## config.mk

```make
export PLATFORM = sky130hd
export DESIGN_NAME = tt_um_addon_leg
export DESIGN_NICKNAME = d
export VERILOG_FILES = /design/src/rtl/leg_pkg.sv /design/src/rtl/leg_isqrt.sv /design/src/rtl/tt_um_addon_leg.sv
export SDC_FILE = /design/constraint.sdc
export NUM_CORES = 1
export LEC_CHECK = 0
export ABC_AREA = 1
export CAP_MARGIN = 10
export CORE_MARGIN = 4
export CORE_UTILIZATION = 35
export CTS_BUF_LIST = sky130_fd_sc_hd__clkbuf_8
export CTS_CLUSTER_SIZE = 12
export DETAILED_ROUTE_END_ITERATION = 10
export PLACE_DENSITY = 0.65
export RECOVER_POWER = 100
export SLEW_MARGIN = 10
export SYNTH_ARGS = -nofsm -noshare
export SYNTH_HDL_FRONTEND = slang
export SYNTH_SLANG_ARGS = --single-unit
```

## constraint.sdc

```tcl
create_clock -name clk -period 5.2 [get_ports clk]
set_clock_uncertainty 0.1 [all_clocks]
set_input_delay 0.52 -clock clk [delete_from_list [all_inputs] [get_ports clk]]
set_output_delay 0.52 -clock clk [all_outputs]
set_load 0.01 [all_outputs]
```

## src/rtl/leg_pkg.sv

```systemverilog
// leg_pkg: shared states, iteration count and uio bit map for the Pythagorean leg solver.
package leg_pkg;
    typedef enum logic [1:0] {IDLE, DIFF, ROOT, DONE} state_t;
    localparam int ROOT_ITERS = 8;
    localparam int UIO_WR_C = 0;
    localparam int UIO_WR_A = 1;
    localparam int UIO_START = 2;
    localparam int UIO_BUSY = 4;
    localparam int UIO_DONE = 5;
    localparam int UIO_ERR = 6;
    localparam logic [7:0] UIO_OE_MASK = 8'b0111_0000;
endpackage

```

## src/rtl/leg_isqrt.sv

```systemverilog
// leg_isqrt: restoring bit-serial square root, two radicand bits per step.
module leg_isqrt import leg_pkg::*; (
    input  logic        clk,
    input  logic        rst_n,
    input  logic        load,
    input  logic        step,
    input  logic [15:0] rad_in,
    output logic [7:0]  q_nxt,
    output logic [9:0]  rem_nxt,
    output logic        last
);
    logic [15:0] rad;
    logic [7:0]  q;
    logic [9:0]  rem, rem_sh, trial;
    logic [2:0]  cnt;
    logic        fits;
    // q_nxt/rem_nxt are the results of the step taken at the coming edge
    always_comb begin
        rem_sh  = (rem << 2) | {8'b0, rad[15:14]};
        trial   = {q, 2'b01};
        fits    = rem_sh >= trial;
        rem_nxt = fits ? rem_sh - trial : rem_sh;
        q_nxt   = {q[6:0], fits};
        last    = cnt == 3'(ROOT_ITERS - 1);
    end
    always_ff @(posedge clk) begin
        if (!rst_n) begin
            rad <= '0;
            q   <= '0;
            rem <= '0;
            cnt <= '0;
        end else if (load) begin
            rad <= rad_in;
            q   <= '0;
            rem <= '0;
            cnt <= '0;
        end else if (step) begin
            rad <= {rad[13:0], 2'b00};
            q   <= q_nxt;
            rem <= rem_nxt;
            cnt <= cnt + 3'd1;
        end
    end
endmodule

```

## src/rtl/tt_um_addon_leg.sv

```systemverilog
// tt_um_addon_leg: computes b = floor(sqrt(c*c - a*a)) over a Tiny Tapeout pinout.
// Define LEG_ROUND_EN to round the result to nearest instead of truncating.
module tt_um_addon_leg import leg_pkg::*; (
    input  logic       clk,
    input  logic       rst_n,
    input  logic       ena,
    input  logic [7:0] ui_in,
    input  logic [7:0] uio_in,
    output logic [7:0] uo_out,
    output logic [7:0] uio_out,
    output logic [7:0] uio_oe
);
`ifdef LEG_ROUND_EN
    localparam bit ROUND = 1'b1;
`else
    localparam bit ROUND = 1'b0;
`endif
    state_t      state, nxt;
    logic [7:0]  c, a, q_nxt, res;
    logic [9:0]  rem_nxt;
    logic [15:0] rad_in;
    logic        start_q, err, open, go, bad, load, last;
    logic        unused;
    assign unused = &{ena, uio_in[7:3]};
    assign uio_oe = UIO_OE_MASK;
    always_comb begin
        open   = state == IDLE || state == DONE;
        go     = open && uio_in[UIO_START] && !start_q;
        bad    = a > c;
        load   = state == DIFF && !bad;
        rad_in = {8'b0, c} * {8'b0, c} - {8'b0, a} * {8'b0, a};
        res    = (ROUND && rem_nxt > {2'b0, q_nxt} && q_nxt != 8'hff) ? q_nxt + 8'd1 : q_nxt;
        nxt    = state;
        if (open && go)
            nxt = DIFF;
        else if (state == DIFF)
            nxt = bad ? DONE : ROOT;
        else if (state == ROOT && last)
            nxt = DONE;
        uio_out            = '0;
        uio_out[UIO_BUSY]  = state == DIFF || state == ROOT;
        uio_out[UIO_DONE]  = state == DONE;
        uio_out[UIO_ERR]   = err;
    end
    always_ff @(posedge clk) begin
        if (!rst_n)
            state <= IDLE;
        else
            state <= nxt;
    end
    always_ff @(posedge clk) begin
        if (!rst_n) begin
            c       <= '0;
            a       <= '0;
            start_q <= 1'b0;
            err     <= 1'b0;
            uo_out  <= '0;
        end else begin
            start_q <= uio_in[UIO_START];
            if (open && uio_in[UIO_WR_C])
                c <= ui_in;
            if (open && uio_in[UIO_WR_A])
                a <= ui_in;
            if (go)
                err <= 1'b0;
            if (state == DIFF && bad) begin
                err    <= 1'b1;
                uo_out <= '0;
            end
            if (state == ROOT && last)
                uo_out <= res;
        end
    end
    leg_isqrt u_isqrt (
        .clk     (clk),
        .rst_n   (rst_n),
        .load    (load),
        .step    (state == ROOT),
        .rad_in  (rad_in),
        .q_nxt   (q_nxt),
        .rem_nxt (rem_nxt),
        .last    (last)
    );
endmodule
```

==> results.json, run 1 <==
{
  "status": "completed",
  "stdcell_area_sq_um": 8400,
  "whs_endpoint": "u_isqrt.rad[1]$_SDFFE_PN0P_",
  "worstMarginPinSlew_ns": 0.928,
  "max_stage_delay_ns": 0.56,
  "final_common_cell": "inv_1",
  "synthFlopType": "dfxtp_1",
  "cts-buffers-inserted": 9,
  "syn_to_final_growth_pct": 15.2,
  "crit_arrival_ns": 5.11,
  "yosysUniqueCellTypes": 43,
  "path_clk_slew_ns": 0.08,
  "r2r-end": "u_isqrt.rad[15]$_SDFFE_PN0P_",
  "dp_slack_ns": -0.0817,
  "numClockSinks": 63,
  "cts.htree.levels": 3,
  "synthTopCellsByArea": "fa_1 22%, dfxtp_1 17%, ha_1 13%",
  "placedCellCount": 1271,
  "die_w_microns": 152,
  "syn_area_sq_um": 7290,
  "hp-class": "reg2reg",
  "drc_errors": 0,
  "syn-instance-count": 976,
  "cts.path.max_buffers": 2,
  "ios": 43,
  "die-area_sq_um": 23200,
  "reg2reg_from": "c[2]$_SDFFE_PN0P_",
  "insertion_delay_ns": 0.35,
  "whs_ns": 0.366,
  "synth_top_cell_area_share": 0.217,
  "syn_area_per_cell_sq_um": 7.47,
  "synth_edf_count": 0,
  "critPathMostFrequentCell": "nand2_1",
  "cts_tree": "done",
  "r2r.worst_path.cells": 22,
  "max_freq_mhz": 199,
  "period_needed_ns": 5.01,
  "placed_area_sq_um": 7920,
  "dpl.hpwl_microns": 12500,
  "min-delay-start": "u_isqrt.rad[1]$_SDFFE_PN0P_",
  "crit_fanout": 5,
  "nNetsFinal": 1188,
  "synth-seq-area-share": 0.173,
  "die_h_microns": 152,
  "cp.required_ns": 5.30,
  "layoutNonFillerInstCount": 1287,
  "rsz0062_at_grt": "true",
  "avgRoutedWirePerCell_microns": 12.2,
  "crit_type": "reg2reg",
  "worstSetupEndpointType": "flip-flop",
  "fill_cells": 2077,
  "drt_wl_total_microns": 15700,
  "cp_cell_sequence": "nand2_4, fa_1, fa_1, inv_1, fa_1, fa_2, fa_1, inv_1, fa_1, inv_2, ha_4, nand2_4, nor2_1, nand2_1, nand3_2, nand2_4, nand2_1, nand2_1, nand2_1, nand2_1, nand2_1, a21oi_2",
  "gp_congestion": 0.872,
  "final_cell_mix": "205 x inv_1, 203 x nand2_1, 72 x fa_1, 70 x ha_1, 53 x nor2_1",
  "row_count": 52,
  "final_hold_viol_count": 0,
  "grt_start_max_net_pins": 31,
  "grt_pass1_wl_microns": 27500,
  "cap_violations": 0,
  "max_slew_margin": 0.381,
  "grt_pass1_vias": 5837,
  "synth-seq-cells": 63,
  "ctsRootBufferMaster": "clkbuf_8",
  "ys_warn_count": 0,
  "cpMaxStageDelayCell": "fa_1",
  "coreArea_sq_um": 20400,
  "drive_gt1_frac": 0.153,
  "antennaDiodeCount": 0,
  "io_buffers": 23,
  "overflow": 0,
  "setup-violations-final": 0,
  "antenna_found_initial": 0,
  "ctsHoldBuffers": 0,
  "initial_core_util": 0.358,
  "dr_total_vias": 5809,
  "hold_path_depth": 2,
  "dr.pass1.iters": 4,
  "viasPerCell": 4.51,
  "fin_crit_sh": 0.964,
  "grt_usage": 0.139,
  "rrSetupSlack_ns": 0.19,
  "worst_setup_path_start_kind": "flip-flop",
  "drt_iter0_markers": 232,
  "ys_async_sr_fraction": 0,
  "ant_nets": 0,
  "maxSlewViolCount": 0,
  "setup_ws_ns": 0.185,
  "synth.largest_area_cell": "fa_1"
}
## cells in the mapped netlist, types with 5 or more instances
cell and instances:
dfxtp_1 63, a21oi_2 10, clkbuf_1 21, a211oi_1 7
a21oi_1 52, inv_1 213, xor2_1 7, buf_4 15
o21ai_0 24, nand2_4 5, fa_1 79, nand2_1 224
nor2_1 58, nand4_1 12, buf_2 7, nand3_1 46
xnor2_1 11, ha_1 77
## state kept, by name, indices dropped and copies added, names as in the netlist
name / flops
c: 8
state: 2
u_isqrt.rem: 8
start_q: 1
err: 1
u_isqrt.rad: 16
a: 8
u_isqrt.q: 8
uo_out: 8
u_isqrt.cnt: 3
## how the worst max path moves through the flow
stage / start / end / cells after the start
2_1_floorplan: a[7]$_SDFFE_PN0P_ / u_isqrt.rad[15]$_SDFFE_PN0P_ / 22
3_3_place_gp: c[5]$_SDFFE_PN0P_ / u_isqrt.rad[15]$_SDFFE_PN0P_ / 22
3_5_place_dp: c[5]$_SDFFE_PN0P_ / u_isqrt.rad[15]$_SDFFE_PN0P_ / 22
4_1_cts: c[1]$_SDFFE_PN0P_ / u_isqrt.rad[15]$_SDFFE_PN0P_ / 21
5_1_grt: c[2]$_SDFFE_PN0P_ / u_isqrt.rad[15]$_SDFFE_PN0P_ / 22
6_report: c[2]$_SDFFE_PN0P_ / u_isqrt.rad[15]$_SDFFE_PN0P_ / 22
## metrics by stage
step | utilization | TNS, ns
after floorplan | - | 0
after global placement | 0.389 | -0.0218
final | 0.413 | 0
after global routing | 0.413 | -0.0910
after CTS | 0.401 | 0
after detailed placement | 0.389 | -0.112
## per-layer routing
metal	vias to the layer above	share of wire	global-route usage	wire length [microns]
met5	-	0	0	0
met4	0	0.015	0.0351	236
li1	3027	-	-	-
met3	19	0.033	0.0128	517
met1	2695	0.47	0.191	7320
met2	68	0.48	0.239	7600
## cell type report
cell class | instances | area, sq um | area share
Sequential cell | 63 | 1300 | 0.154
Clock inverter | 5 | 58.8 | 0.00700
Clock buffer | 10 | 138 | 0.0164
Timing Repair Buffer | 63 | 527 | 0.0627
Tap cell | 270 | 338 | 0.0402
Inverter | 214 | 803 | 0.0956
Multi-Input combinational cell | 662 | 5240 | 0.624
## what timing repair did
action,4_1_cts,5_1_grt
cloned,0,0
pin swaps,3,42
setup buffers,0,1
endpoints found under the setup margin,8,9
gates resized for setup,19,72
## kinds of logic (layout without fill, tap and decap cells)
kind of cell | count (synthesis) | in the layout | share of synthesized area
compound gates | 110 | 110 | 0.0877
xor+xnor | 18 | 18 | 0.0216
other cells | 2 | 14 | 0.00103
buf+inv | 263 | 292 | 0.149
simple gates | 364 | 364 | 0.219
flops | 63 | 63 | 0.173
fa+ha+maj | 156 | 156 | 0.349
## worst max-delay path: cells and delay by family, from the launching register on
kind                       cells  cell delay (ns)
AOI/OAI and AO/OA              1             0.05
DFF                            1             0.40
buffers and inverters          3             0.16
and+or+nand+nor               11             0.79
adders and majority gates      7             3.37
Power of run 1 is left out: the tool's default activity adds up to more than one toggle a clock period on the data nets, which glitch-free logic cannot reach.
==> run 2: changes to the inputs <==
Settings changed: SLEW_MARGIN 10 to 30.
==> results of run 2 <==
Same layout as run 1: the final DEF is identical, and so are final timing and power.
Power of run 2 is left out for the same reason.
